**config.mk**
```make
export PLATFORM = sky130hd
export DESIGN_NAME = debug_word_writer
export DESIGN_NICKNAME = d
export VERILOG_FILES = /design/src/rtl/debug_io_pkg.sv /design/src/rtl/key_edge_sync.sv /design/src/rtl/debug_word_writer.sv
export SDC_FILE = /design/constraint.sdc
export NUM_CORES = 1
export LEC_CHECK = 0
export CORE_MARGIN = 2
export CORE_UTILIZATION = 30
export CTS_BUF_LIST = sky130_fd_sc_hd__clkbuf_4
export DETAILED_ROUTE_END_ITERATION = 16
export SLEW_MARGIN = 20
export SYNTH_ARGS = -nofsm -noshare
export SYNTH_HDL_FRONTEND = slang
export SYNTH_SLANG_ARGS = --single-unit
export TNS_END_PERCENT = 10
```
**constraint.sdc**
```tcl
create_clock -name clock -period 2.55 [get_ports clock]
set_input_delay 0.51 -clock clock [delete_from_list [all_inputs] [get_ports clock]]
set_output_delay 0.51 -clock clock [all_outputs]
set_load 0.005 [all_outputs]
```
**src/rtl/debug_io_pkg.sv**
```systemverilog
// Shared types and index helpers for the board-side debug write path.
// Used by debug_word_writer; autoincrement is enabled with DEBUG_WRITER_AUTOINC_EN.
package debug_io_pkg;

    localparam int unsigned IDX_W       = 10;
    localparam int unsigned INSTR_DEPTH = 256;
    localparam int unsigned REG_DEPTH   = 32;
    localparam int unsigned HILO_DEPTH  = 2;
    localparam int unsigned MEM_DEPTH   = 1024;

    typedef enum logic [1:0] {
        TGT_INSTR = 2'd0,
        TGT_REG   = 2'd1,
        TGT_HILO  = 2'd2,
        TGT_MEM   = 2'd3
    } target_t;

    typedef enum logic [1:0] {
        ST_IDLE   = 2'd0,
        ST_LOW_OK = 2'd1,
        ST_READY  = 2'd2,
        ST_WRITE  = 2'd3
    } state_t;

    // Out-of-range indices wrap to the target depth rather than erroring.
    function automatic logic [IDX_W-1:0] mask_index(input target_t tgt, input logic [IDX_W-1:0] idx);
        logic [IDX_W-1:0] m;
        case (tgt)
            TGT_INSTR: m = IDX_W'(INSTR_DEPTH - 1);
            TGT_REG:   m = IDX_W'(REG_DEPTH - 1);
            TGT_HILO:  m = IDX_W'(HILO_DEPTH - 1);
            default:   m = IDX_W'(MEM_DEPTH - 1);
        endcase
        return idx & m;
    endfunction

    // Register 0 is not writable, so register streaming wraps 31 -> 1.
    function automatic logic [IDX_W-1:0] next_index(input target_t tgt, input logic [IDX_W-1:0] idx);
        logic [IDX_W-1:0] n;
        n = mask_index(tgt, idx + IDX_W'(1));
        if (tgt == TGT_REG && n == '0) begin
            n = IDX_W'(1);
        end
        return n;
    endfunction

endpackage

```
**src/rtl/key_edge_sync.sv**
```systemverilog
// Synchronises one raw push-button and emits a registered one-cycle pulse per press.
module key_edge_sync #(
    parameter int unsigned SYNC_STAGES = 2
) (
    input  logic clock,
    input  logic reset,
    input  logic i_key,
    output logic o_pulse
);

    logic [SYNC_STAGES-1:0] r_sync;
    logic                   r_prev;
    logic                   r_pulse;

    always_ff @(posedge clock or negedge reset) begin
        if (!reset) begin
            r_sync  <= '0;
            r_prev  <= 1'b0;
            r_pulse <= 1'b0;
        end else begin
            r_sync  <= {r_sync[SYNC_STAGES-2:0], i_key};
            r_prev  <= r_sync[SYNC_STAGES-1];
            r_pulse <= r_sync[SYNC_STAGES-1] & ~r_prev;
        end
    end

    assign o_pulse = r_pulse;

endmodule

```
**src/rtl/debug_word_writer.sv**
```systemverilog
// Assembles a word from switches in two halves and commits it to a debug target.
// Define DEBUG_WRITER_AUTOINC_EN to advance the index after each successful write.
module debug_word_writer
    import debug_io_pkg::*;
#(
    parameter int unsigned SYNC_STAGES = 2,
    parameter int unsigned DATA_W      = 32,
    parameter int unsigned ADDR_W      = 10
) (
    input  logic                clock,
    input  logic                reset,
    input  logic [DATA_W/2-1:0] switches,
    input  logic                keyLoadLow,
    input  logic                keyLoadHigh,
    input  logic                keyCommit,
    input  logic [1:0]          select,
    input  logic [ADDR_W-1:0]   derreference,
    output logic [DATA_W-1:0]   writeData,
    output logic [ADDR_W-1:0]   writeAddress,
    output logic                instrWe,
    output logic                regWe,
    output logic                hiLoWe,
    output logic                memWe,
    output logic                ready,
    output logic                writeError
);

    localparam int unsigned HALF_W = DATA_W / 2;

    logic w_ev_low;
    logic w_ev_high;
    logic w_ev_commit;

    key_edge_sync #(.SYNC_STAGES(SYNC_STAGES)) u_sync_low (
        .clock(clock), .reset(reset), .i_key(keyLoadLow), .o_pulse(w_ev_low));
    key_edge_sync #(.SYNC_STAGES(SYNC_STAGES)) u_sync_high (
        .clock(clock), .reset(reset), .i_key(keyLoadHigh), .o_pulse(w_ev_high));
    key_edge_sync #(.SYNC_STAGES(SYNC_STAGES)) u_sync_commit (
        .clock(clock), .reset(reset), .i_key(keyCommit), .o_pulse(w_ev_commit));

    state_t              r_state,  w_nxt_state;
    logic [DATA_W-1:0]   r_data,   w_nxt_data;
    logic [ADDR_W-1:0]   r_addr,   w_nxt_addr;
    target_t             r_target, w_nxt_target;
    logic [3:0]          r_we,     w_nxt_we;
    logic                r_ready,  w_nxt_ready;
    logic                r_error,  w_nxt_error;
    logic                r_auto,   w_nxt_auto;

    always_ff @(posedge clock or negedge reset) begin
        if (!reset) begin
            r_state  <= ST_IDLE;
            r_data   <= '0;
            r_addr   <= '0;
            r_target <= TGT_INSTR;
            r_we     <= '0;
            r_ready  <= 1'b0;
            r_error  <= 1'b0;
            r_auto   <= 1'b0;
        end else begin
            r_state  <= w_nxt_state;
            r_data   <= w_nxt_data;
            r_addr   <= w_nxt_addr;
            r_target <= w_nxt_target;
            r_we     <= w_nxt_we;
            r_ready  <= w_nxt_ready;
            r_error  <= w_nxt_error;
            r_auto   <= w_nxt_auto;
        end
    end

    // Event priority within a state is loadLow > loadHigh > commit.
    always_comb begin
        w_nxt_state  = r_state;
        w_nxt_data   = r_data;
        w_nxt_addr   = r_addr;
        w_nxt_target = r_target;
        w_nxt_we     = '0;
        w_nxt_error  = r_error;
        w_nxt_auto   = r_auto;

        case (r_state)
            ST_IDLE: begin
                if (w_ev_low) begin
                    w_nxt_data[HALF_W-1:0] = switches;
                    w_nxt_target           = target_t'(select);
                    w_nxt_addr             = ADDR_W'(mask_index(target_t'(select), IDX_W'(derreference)));
                    w_nxt_state            = ST_LOW_OK;
                end else if (w_ev_high && r_auto) begin
                    w_nxt_data[DATA_W-1:HALF_W] = switches;
                    w_nxt_state                 = ST_READY;
                end
            end
            ST_LOW_OK: begin
                if (w_ev_low) begin
                    w_nxt_data[HALF_W-1:0] = switches;
                    w_nxt_target           = target_t'(select);
                    w_nxt_addr             = ADDR_W'(mask_index(target_t'(select), IDX_W'(derreference)));
                end else if (w_ev_high) begin
                    w_nxt_data[DATA_W-1:HALF_W] = switches;
                    w_nxt_state                 = ST_READY;
                end
            end
            ST_READY: begin
                if (w_ev_low) begin
                    w_nxt_data[HALF_W-1:0] = switches;
                    w_nxt_target           = target_t'(select);
                    w_nxt_addr             = ADDR_W'(mask_index(target_t'(select), IDX_W'(derreference)));
                    w_nxt_state            = ST_LOW_OK;
                end else if (w_ev_high) begin
                    w_nxt_data[DATA_W-1:HALF_W] = switches;
                end else if (w_ev_commit) begin
                    w_nxt_state = ST_WRITE;
                    if (r_target == TGT_REG && r_addr == '0) begin
                        w_nxt_error = 1'b1;
                    end else begin
                        w_nxt_we    = 4'(4'b0001 << r_target);
                        w_nxt_error = 1'b0;
                    end
                end
            end
            ST_WRITE: begin
                w_nxt_state = ST_IDLE;
`ifdef DEBUG_WRITER_AUTOINC_EN
                // r_error already reflects this commit's outcome.
                if (!r_error) begin
                    w_nxt_addr = ADDR_W'(next_index(r_target, IDX_W'(r_addr)));
                    w_nxt_auto = 1'b1;
                end else begin
                    w_nxt_auto = 1'b0;
                end
`else
                w_nxt_auto = 1'b0;
`endif
            end
            default: w_nxt_state = ST_IDLE;
        endcase

        w_nxt_ready = (w_nxt_state == ST_READY);
    end

    assign writeData    = r_data;
    assign writeAddress = r_addr;
    assign instrWe      = r_we[0];
    assign regWe        = r_we[1];
    assign hiLoWe       = r_we[2];
    assign memWe        = r_we[3];
    assign ready        = r_ready;
    assign writeError   = r_error;

endmodule

```
### Word level (Yosys, flattened, before mapping)

Cells that the tools add are included.

* output and inout port bits: 48
* memories: 0
* bits in latches: 0
* memory bits (read-only): 0
* bits in writable memories: 0
* bits in registers: 64

* add/subtract/negate cells: 0
* reductions and logical operators: 12
* muxes and demuxes: 26
* div/mod/pow operators: 0
* order comparisons: 0
* eq/ne operators: 13
* $mul: 0
* shifts and indexed selects: 1
* bitwise logic cells: 12

Operator list (count)
* $mux W10: 7
* $pmux W32 S2: 1
* $pmux W10 S3: 2
* $mux W16: 3
* $and A10 B10 Y10: 3
* $mux W4: 5
* $mux W2: 6
* $logic_not A10 Y1: 1
* $eq A2 B2 Y1 const B: 4
* $ne A2 B1 Y1 const B: 4
* $pmux W2 S4: 1
* $reduce_and A4 Y1: 2
* $eq A2 B1 Y1 const B: 3
* $not A1 Y1: 6
* $reduce_and A5 Y1: 1
* $logic_not A2 Y1: 2
* $ne A2 B2 Y1 const B: 2
* $shl A1 B2 Y4 const A: 1
* $and A1 B1 Y1: 3
* $reduce_bool A3 Y1: 1
* $reduce_or A3 Y1: 1
* $reduce_and A2 Y1: 1
* $reduce_bool A2 Y1: 1
* $reduce_or A2 Y1: 1
* 2 further kinds: 2

### Depth between registers and ports, before layout

Gate-level depths: netlist of run 1.

* depth in word-level cells: 7
* mapped depth: 6
* gate-level depth less buffers: 5

### Modules after synthesis

A second synthesis of run 1 with hierarchy kept.

* cell total of the unflattened synthesis: 169
* area, all modules: 2549.9 um^2

By module, submodules not included
* debug_word_writer: instances 1, area each 2208.4 um^2, cells each 154
* key_edge_sync: instances 3, area each 113.9 um^2, cells each 5

### Least setup slack after synthesis of run 1

No wires, ideal clock.

* path type: register to register
* start: reg r_state[0]
* end: reg r_data[19], in the netlist writeData[19]
* cell stages (with the launch flop): 6
* required time: 2.425 ns
* library setup time: 0.125 ns
* setup slack: 0.759 ns
* period minus slack after synthesis: 1.791 ns
* arrival: 1.666 ns
* path through: dfrtp_1 -> inv_1 -> ha_1 -> a211oi_4 -> buf_6 -> mux2_2

* longest elaborated chain between the ends: 4
* elaborated cells between the ends (all ways): 10

RTL lines
* start: declaration: RTL line debug_word_writer.sv:41 `state_t r_state, w_nxt_state;`
* start signal: assignment: RTL line debug_word_writer.sv:61 `r_state <= w_nxt_state;`
* $eq A2 B2 Y1 / $eq A2 B1 Y1 (equally long branches): RTL line debug_word_writer.sv:82 `case (r_state)`
* $reduce_or A2 Y1 (no source line)
* $ne A2 B1 Y1 (no source line) (tied with other cells)
* $reduce_and A5 Y1 (no source line) *
* end signal: assignment: RTL line debug_word_writer.sv:62 `r_data <= w_nxt_data;`
* end: declaration: RTL line debug_word_writer.sv:42 `logic [DATA_W-1:0] r_data, w_nxt_data;`

Mark *: on every way between the ends. The rest lies on a longest branch, timed or not.
A chain may end at the register's enable or synchronous reset.

### Final worst setup path of run 1

* start: reg r_state[1]
* end: reg r_addr[4], in the netlist writeAddress[4]

* longest elaborated chain between the ends: 3
* elaborated cells between the ends (all ways): 9

RTL lines
* $eq A2 B1 Y1 (tied with other cells): RTL line debug_word_writer.sv:82
* $ne A2 B1 Y1 (no source line) / $reduce_bool A3 Y1 (equally long branches)
* $reduce_and A4 Y1 (no source line)
* end signal: assignment: RTL line debug_word_writer.sv:63 `r_addr <= w_nxt_addr;`
* end: declaration: RTL line debug_word_writer.sv:43 `logic [ADDR_W-1:0] r_addr, w_nxt_addr;`

Parallel ways exist; a longest one is shown, timed or not.

==> results of run 1 <==
[power by group through the flow]
stage | registers [mW] | clock network, mW | logic [mW]
floorplan | 1.52 | 0 | 0.702
detailed placement | 1.52 | 0 | 1.45
global route | 1.54 | 0.767 | 1.55
global placement | 1.52 | 0 | 1.44
CTS | 1.51 | 0.716 | 1.46
finish | 1.50 | 0.674 | 1.43
[area by class of cell]
class                   instances  share of cell area (%)
flip-flops and latches         64                   44.69
multi-input cells              91                   23.53
repair buffers                 83                   23.18
well taps                     105                   3.666
clock buffers                  12                   2.514
clock inverters                 4                   1.257
inverters                      11                   1.152
[cell families (layout without fill, tap and decap cells)]
| logic type | Yosys count | count (layout) |
|---|---|---|
| AO/OA/AOI/OAI | 9 | 9 |
| adder cells (fa/ha/maj) | 7 | 7 |
| buffers and inverters | 14 | 110 |
| flip-flops | 64 | 64 |
| multiplexers | 43 | 43 |
| AND/OR/NAND/NOR | 32 | 32 |
[sequential cells by signal, indices dropped and copies added, names as in the netlist, 2 cells and up]
| register | count |
|---|---|
| u_sync_high.r_sync | 2 |
| writeData | 32 |
| r_target | 2 |
| r_we | 4 |
| u_sync_low.r_sync | 2 |
| writeAddress | 10 |
| r_state | 2 |
| u_sync_commit.r_sync | 2 |
[layout by cell type (no fill, tap or decap), types with 2 or more instances in the layout]
cell / Yosys / layout
clkbuf_4: 0 / 12
buf_4: 0 / 2
clkinv_2: 0 / 3
dfrtp_1: 64 / 64
clkdlybuf4s50_1: 0 / 79
mux2_2: 38 / 38
nand2b_1: 2 / 2
nand2_1: 8 / 8
nor3_1: 3 / 3
ha_1: 7 / 7
nor2b_1: 8 / 8
mux2i_1: 5 / 5
nor4_1: 2 / 2
o21ai_0: 2 / 2
inv_1: 11 / 11
[stage by stage]
stage	area (um^2)	power, mW
floorplan	2507	2.221
global placement	3448	2.956
detailed placement	3448	2.979
CTS	3583	3.679
global route	3583	3.855
finish	3583	3.601
[worst paths after layout]
path	end	cells after the start
min in group clock	u_sync_high.r_sync[1]	0
min	writeAddress[0]	1
max	writeAddress[4]	5
max in group asynchronous	u_sync_commit.r_prev	2
min reg2reg	u_sync_high.r_sync[1]	0
max reg2reg	writeAddress[4]	5
[critical path, cell delays in order, from the launching register on]
cell      delay (ns)
dfrtp_1         0.42
inv_1           0.10
ha_1            0.22
nand2b_1        0.16
a21oi_2         0.53
mux2_2          0.41
[routing by layer]
layer | track usage, % | vias to the layer above | wire length, um
met1 | 15.24 | 795 | 2295
li1 | - | 767 | -
met5 | 0 | - | 0
met4 | 6.786 | 0 | 106
met3 | 3.874 | 8 | 222
met2 | 17.49 | 43 | 2368
==> out/results.txt, run 1 <==
status: complete, no violations
fraction of registers with async set/reset: 100.0%
Die Span Y: 95.42 um
Final Util: 43.83%
Pint: 2.579 mW
Post-synth top cells: 64 x dfrtp_1, 38 x mux2_2, 11 x inv_1
Sequential cell area: 0.001602 mm^2
pin slew with the least headroom to its limit: 0.7218 ns
drt total wl: 4993 um
Max Freq: 0.5152 GHz
Multi-input gate area: 843.3 um^2
I/O Buffers: 80
xor/xnor share of the synthesized area: 0%
FF+latch count, synth: 64
sw frac: 28.39%
Netlist cell types: 29
Antenna diodes: 0
startpoint types: register
CTS clock-pin slew for the worst setup and hold paths: 0.10 ns
top post-synthesis cells by area: dfrtp_1 64%, mux2_2 17%, ha_1 3.5%
largest net degree at the start of global routing: 36
CP required: 2.84 ns
final hold vios: 0
post-layout net count: 300
Clock Skews: 0.006483 ns
root buffer cell: clkbuf_4
Setup WS post-layout: 0.6091 ns
Slew Viols, Final: 0
Post-Layout Cell Count: 370
clk sinks: 64
power per cell area: 1005 mW/mm^2
RSZ-0062 raised after global routing: false
first-pass GRT wire length: 7900 um
adder-cell share of the synthesized area: 3.493%
Ports: 81
Crit Reg-Reg Startpoint: r_state[1]
Num CTS Buffers: 9
cell with the most instances after synthesis: dfrtp_1
drc violations: 0
clock power share: 18.7%
critical path class: reg -> reg
vias in the first global route: 1632
Hold Slack: 0.1585 ns
Synth Area in Simple Gates: 7.834%
Worst setup EP type: register
Die ar.: 0.009105 mm^2
Hold Buf Count CTS: 0
placed insts: 354
CTS H-tree depth: 3
Syn Inst Count: 169
Critical Path AT: 2.23 ns
dpl ws: 0.5956 ns
Routed WL per cell: 13.49 um
syn_nets: 209
setup slack on the worst flop-to-flop path: 0.61 ns
Synth Area in Compound Gates: 3.244%
Post-CTS Setup Bufs: 0
DR vias: 1613
# fillers: 768
main combinational cell family by area after synthesis: multiplexers
post-route ant nets: 0
chip width: 95.42 um
Initial Util: 30.67%
crit path time final: 1.941 ns
CP startpoint: r_state[1]
# resized after CTS: 0
Cell Area, Synth: 0.002507 mm^2
setup_tns: 0 ns
Layout area overhead: 42.91%
vias per inst: 4.359
CP max FO: 10
prevailing post-synth register cell: dfrtp_1
Setup-failing EPs final: 0
crit share post-route: 76.11%
Worst VDD drop: 0.3617 mV
Gate power share: 39.7%
Seq/Total Area, Yosys: 63.87%
min-delay worst type: in -> async
DRT Pass-1 Iters: 4
Max-cap violations: 0
Routability Congestion: 0.8388
slew margin rel.: 51.88%
number of synthesized flops with an enable pin: 0
area share of the largest cell type after synthesis: 63.87%
DP Wirelength: 3523 um
GRT Total Usage: 11.84%
Max Root-Sink Buffers: 2
Leak: 1.537 nW
Row Count: 33
sequential fraction of design power: 41.6%
CTS tree: built
clk_lat worst skew: 0.40 ns
gr ovfl total: 0
layout cells sized above 1: 23.77%
core box area: 0.008175 mm^2
Yosys top cell by area: dfrtp_1
Ys Warns: 0
syn_area_per_cell: 14.84 um^2
Iteration-0 DRC Markers: 53
mux contribution to synthesized area: 19.06%
Switch Pwr: 1.022 mW
initial antenna violation count: 0
No activity file was read; power rests on OpenSTA's default activity.
==> inputs of run 2 (changes only) <==
==> constraint.sdc (replaced) <==
create_clock -name clock -period 1.9 [get_ports clock]
set_input_delay 0.38 -clock clock [delete_from_list [all_inputs] [get_ports clock]]
set_output_delay 0.38 -clock clock [all_outputs]
set_load 0.005 [all_outputs]
==> run 2 against run 1 <==
  * Non-clock buffer count up 4
  * Sequential cell count unchanged
  * Wire length down 4.8%
  * Setup slack worse by 0.48 ns
  * Utilization up 0.64 points
  * Fmax up 9.9%
  * Total power up 36%
  * Critical endpoint is now writeData[23]
  * Count of clock-buffer cells in the layout down 1
==> out/results.txt, run 2 (same netlist as run 1, synthesis figures left out) <==
status: complete, no violations (unchanged)
Crit Reg-Reg Startpoint: r_state[0] (was r_state[1])
I/O Buffers: 80 (unchanged)
core box area: 0.008175 mm^2 (unchanged)
DRT Pass-1 Iters: 4 (unchanged)
DP Wirelength: 3479 um (was 3523 um)
Row Count: 33 (unchanged)
Ports: 81 (unchanged)
CP required: 2.17 ns (was 2.84 ns)
startpoint types: register (unchanged)
DR vias: 1640 (was 1613)
GRT Total Usage: 11.63% (was 11.84%)
clk_lat worst skew: 0.38 ns (was 0.40 ns)
Critical Path AT: 2.03 ns (was 2.23 ns)
Clock Skews: 0.01000 ns (was 0.006483 ns)
layout cells sized above 1: 23.79% (was 23.77%)
crit path time final: 1.766 ns (was 1.941 ns)
post-layout net count: 304 (was 300)
Routed WL per cell: 12.71 um (was 13.49 um)
Max-cap violations: 0 (unchanged)
hold path startpoint: u_sync_low.r_sync[0]
gr ovfl total: 0 (unchanged)
Routability Congestion: 0.7987 (was 0.8388)
hold path depth: 0
vias per inst: 4.385 (was 4.359)
Initial Util: 30.67% (unchanged)
pin slew with the least headroom to its limit: 0.4247 ns (was 0.7218 ns)
RSZ-0062 raised after global routing: false (unchanged)
Max Root-Sink Buffers: 2 (unchanged)
Worst setup EP type: register (unchanged)
Iteration-0 DRC Markers: 45 (was 53)
Setup-failing EPs final: 0 (unchanged)
max reg flops: 32 (unchanged)
Layout area overhead: 45.01% (was 42.91%)
Max Freq: 0.5662 GHz (was 0.5152 GHz)
Num CTS Buffers: 9 (unchanged)
root buffer cell: clkbuf_4 (unchanged)
Power Total: 4.893 mW (was 3.601 mW)
gr busiest metal: met2 (unchanged)
Die ar.: 0.009105 mm^2 (unchanged)
post-route ant nets: 0 (unchanged)
reg2reg path depth: 5 (unchanged)
drt total wl: 4753 um (was 4993 um)
CP max FO: 16 (was 10)
# fillers: 757 (was 768)
min-delay worst type: reg -> reg (was in -> async)
CP startpoint: r_state[0] (was r_state[1])
drc violations: 0 (unchanged)
Leak: 1.560 nW (was 1.537 nW)
placed cell areas: 0.003496 mm^2 (was 0.003448 mm^2)
Worst VDD drop: 0.4939 mV (was 0.3617 mV)
initial antenna violation count: 0 (unchanged)
vias in the first global route: 1689 (was 1632)
met1 Use GR: 14.50% (was 15.24%)
Die Span Y: 95.42 um (unchanged)
commonest cells after routing, fill and taps aside: 79 x clkdlybuf4s50_1, 64 x dfrtp_1, 38 x mux2_2 (unchanged)
# resized after CTS: 0 (unchanged)
first-pass GRT wire length: 7948 um (was 7900 um)
commonest non-fill, non-tap cell in the layout: clkdlybuf4s50_1 (unchanged)
clk sinks: 64 (unchanged)
slew margin rel.: 71.68% (was 51.88%)
Antenna diodes: 0 (unchanged)
final hold vios: 0 (unchanged)
critical path class: reg -> reg (unchanged)
CTS tree: built (unchanged)
Final Cell Area: 0.003636 mm^2 (was 0.003583 mm^2)
largest net degree at the start of global routing: 35 (was 36)
M3 GR Usage: 3.320% (was 3.874%)
setup_tns: 0 ns (unchanged)
crit share post-route: 92.96% (was 76.11%)
CTS clock-pin slew for the worst setup and hold paths: 0.10 ns (about the same)
M2 GR Usage: 18.19% (was 17.49%)
chip width: 95.42 um (unchanged)
power per cell area: 1346 mW/mm^2 (was 1005 mW/mm^2)
Slew Viols, Final: 0 (unchanged)
CTS H-tree depth: 3 (unchanged)
[run 2: cell types whose count changed in the layout (fill, tap and decap cells not counted)]
cell           before  now
buf_12              1    3
dlygate4sd3_1       0    1
clkinv_1            0    2
buf_4               2    3
clkinv_2            3    2
clkbuf_4           12   11
[run 2: worst paths after layout]
kind,endpoint,slack [ns]
worst max-delay path,writeData[23],0.13
worst min-delay path,u_sync_low.r_sync[1],0.36
worst max register to register,writeData[23],0.13
worst min register to register,u_sync_low.r_sync[1],0.36
max in group asynchronous,writeData[16],1.02
min in group asynchronous,writeAddress[1],0.55
[run 2: area by class of cell]
class,count,area [um^2],share of cell area (%)
Sequential cell,64,1602,44.05
Timing Repair Buffer,87,888.4,24.43
Multi-Input combinational cell,91,843.3,23.19
Tap cell,105,131.4,3.613
Clock buffer,11,82.58,2.271
Clock inverter,5,47.55,1.308
Inverter,11,41.29,1.136
[run 2: stage by stage]
stage	util, %	setup WS [ns]	hold WS (ns)	instances
finish	44.48	0.1338	0.3568	374
global route	44.48	0.04999	0.3632	374
CTS	44.48	0.1153	0.3611	374
detailed placement	42.76	0.1437	0.3379	357
global placement	42.76	0.1986	0.3351	357
floorplan	-	0.1093	0.08441	169
[run 2: critical path: stages, from the launching register on]
cell	delay [ns]
dfrtp_1	0.44
inv_1	0.11
ha_1	0.33
a211oi_4	0.24
buf_12	0.18
mux2_2	0.34
[run 2: metal layers]
| metal | wire length (um) | vias up |
|---|---|---|
| met3 | 256 | 10 |
| met4 | 102 | 0 |
| met5 | 0 | - |
| li1 | - | 782 |
| met1 | 2083 | 799 |
| met2 | 2310 | 49 |
[run 2: repair_timing]
action / 4_1_cts / 5_1_grt
setup buffers: 0 / 0
hold buffers: 1 / 0
hold endpoints to repair: 17 / 0
[run 2: where the power goes]
| part | leakage [nW] | switching (mW) | internal [mW] |
|---|---|---|---|
| Clock | 0.0757 | 0.445 | 0.419 |
| Sequential | 0.777 | 0.233 | 1.77 |
| Combinational | 0.707 | 0.674 | 1.36 |
| Total | 1.56 | 1.35 | 3.54 |
==> patch: new RTL, settings of run 2 <==
Build with the macro `DEBUG_WRITER_AUTOINC_EN` defined.
--- a/src/rtl/debug_word_writer.sv
+++ b/src/rtl/debug_word_writer.sv
@@ -2,2 +2,4 @@
 // Define DEBUG_WRITER_AUTOINC_EN to advance the index after each successful write.
+`define DEBUG_WRITER_AUTOINC_EN
+
 module debug_word_writer
Formal check against the unedited RTL: not equivalent (Yosys sat finds a counterexample within 10 cycles, from zero or initial values and one cycle with reset low).
==> patch against run 2 <==
  * Final cell count rose by 28%
  * Area after synthesis grew 16%
  * Maximum frequency decreased by 6.6%
  * Synthesized cell count is 45% higher
  * Routed wire length rose by 46%
  * Clock skew rose by 8.3 ps
  * Setup slack got worse by 120 ps
  * Hold slack gained 1.6 ps
  * Total power increased by 20%
  * Cell area increased by 17%
  * Utilization increased by 1.3 points
  * Critical path depth is 2 higher
  * Sequential cell count increased by 1
  * Critical endpoint is now writeAddress[0]$_DFFE_PN0P_
  * Largest cell class unchanged
==> patch: results (changes against run 2) <==
status completed (unchanged); number of CTS-inserted buffers 9 (unchanged); Worst path max stage delay 430 ps; non-filler cells, final 480 (was 374); RD Place Congestion 0.827 (was 0.799); metal2 WL 3360 um (was 2310 um); first-pass GRT wire length 11300 um (was 7950 um); Cells after DPL 461 (was 357); via count of the first global-routing pass 2321 (was 1689); Tightest Hold Check Type flip-flop to flip-flop (unchanged); Reg2Reg Setup Slack 9 ps (was 130 ps); pin count of the biggest net entering global routing 66 (was 35); Max FO, Critical Path 2 (was 16); clk_skew 18.3 ps (was 10.0 ps); synthesized-area fraction occupied by xor and xnor cells 1.51% (was 0%); RR Endpoint writeAddress[0]$_DFFE_PN0P_ (was writeData[23]$_DFFE_PN0P_); post-synthesis mux area share 13.7% (was 19.1%); Setup Buffers After CTS 0 (unchanged); CTS Buffer Depth 2 (unchanged); largest cells by area after synthesis dfrtp_1, mux2_2, ha_1 (unchanged); WL met3 505 um (was 256 um); Worst-Skew Late Latency 400 ps (was 380 ps); Pleak 1.79 nW (was 1.56 nW); r2r worst-path depth 7 (was 5); met1 Use GR 18.0% (was 14.5%); hpwl dp 4940 um (was 3480 um); Cells after Synth 245 (was 169); Netlist cell types 36 (was 29); synth cell count leaders dfrtp_1, mux2_2, o21ai_0, nand2_1 (was dfrtp_1, mux2_2, inv_1, nand2_1, nor2b_1); critical path data arrival time 2220 ps (was 2030 ps); register area share after synthesis 56.0% (was 63.9%); total track usage 14.0% (was 11.6%); share of cells above drive strength 1 23.9% (was 23.8%); fin nets 393 (was 304); Critical R2R Launch writeAddress[1]$_DFFE_PN0P_ (was r_state[0]$_DFF_PN0_); syn nets 292 (was 209); 1st-iter DRT viols 109 (was 45); Slew @ Worst Pin 355 ps (was 425 ps); IR drop worst, VDD 0.000643 V (was 0.000494 V); wl on met1 2920 um (was 2080 um); met2 Resource Use GR 21.5% (was 18.2%); Vias/cell 4.64 (was 4.39); post-synthesis adder-cell area fraction 6.03% (was 3.49%); post-CTS resize count 2 (was 0); WL final 6940 um (was 4750 um); met3 Use GR 4.92% (was 3.32%); critical path's top delay family simple AND/OR/NAND/NOR gates (was flip-flops); First-pass DRT Iterations 5 (was 4); synth warn 0 (unchanged); complex-gate fraction of the synthesized area 8.10% (was 3.24%)
patch: cell families after synthesis:
family / after synthesis
adder cells (fa/ha/maj): 14
XOR/XNOR: 5
AND/OR/NAND/NOR: 64
multiplexers: 35
buffers and inverters: 22
flip-flops: 65
AO/OA/AOI/OAI: 40
patch: how the worst max path moves through the flow:
stage                                      startpoint                           to
after global routing      writeAddress[1]$_DFFE_PN0P_  writeAddress[0]$_DFFE_PN0P_
after CTS                 writeAddress[2]$_DFFE_PN0P_              writeAddress[2]
after detailed placement  writeAddress[0]$_DFFE_PN0P_  writeAddress[0]$_DFFE_PN0P_
final                     writeAddress[1]$_DFFE_PN0P_  writeAddress[0]$_DFFE_PN0P_
after floorplan           writeAddress[0]$_DFFE_PN0P_  writeAddress[0]$_DFFE_PN0P_
after global placement    writeAddress[0]$_DFFE_PN0P_  writeAddress[0]$_DFFE_PN0P_
patch: through the flow:
stage | hold WS [ps] | setup WS [ps] | setup TNS [ps] | util, % | area [um2]
2_1_floorplan | 84.4 | 0.0961 | 0 | - | 2900
3_3_place_gp | 333 | 40.0 | 0 | 42.5 | 3970
3_5_place_dp | 335 | -126 | -126 | 42.5 | 3970
4_1_cts | 360 | 0.627 | 0 | 44.4 | 4140
5_1_grt | 368 | -119 | -122 | 45.8 | 4270
6_report | 358 | 9.23 | 0 | 45.8 | 4270
patch: report_power, final:
part / switching, mW / internal (mW) / leakage, nW
Combinational: 1.06 / 1.60 / 0.921
Clock: 0.484 / 0.562 / 0.0831
Sequential: 0.336 / 1.81 / 0.784
Total: 1.88 / 3.97 / 1.79
patch: area by class of cell:
cell class                      count  area [um2]
Inverter                           14        52.6
Fill cell                         884        5060
Clock buffer                       11        82.6
Sequential cell                    65        1630
Multi-Input combinational cell    158        1270
Tap cell                          129         161
Timing Repair Buffer               98         992
Clock inverter                      5        80.1
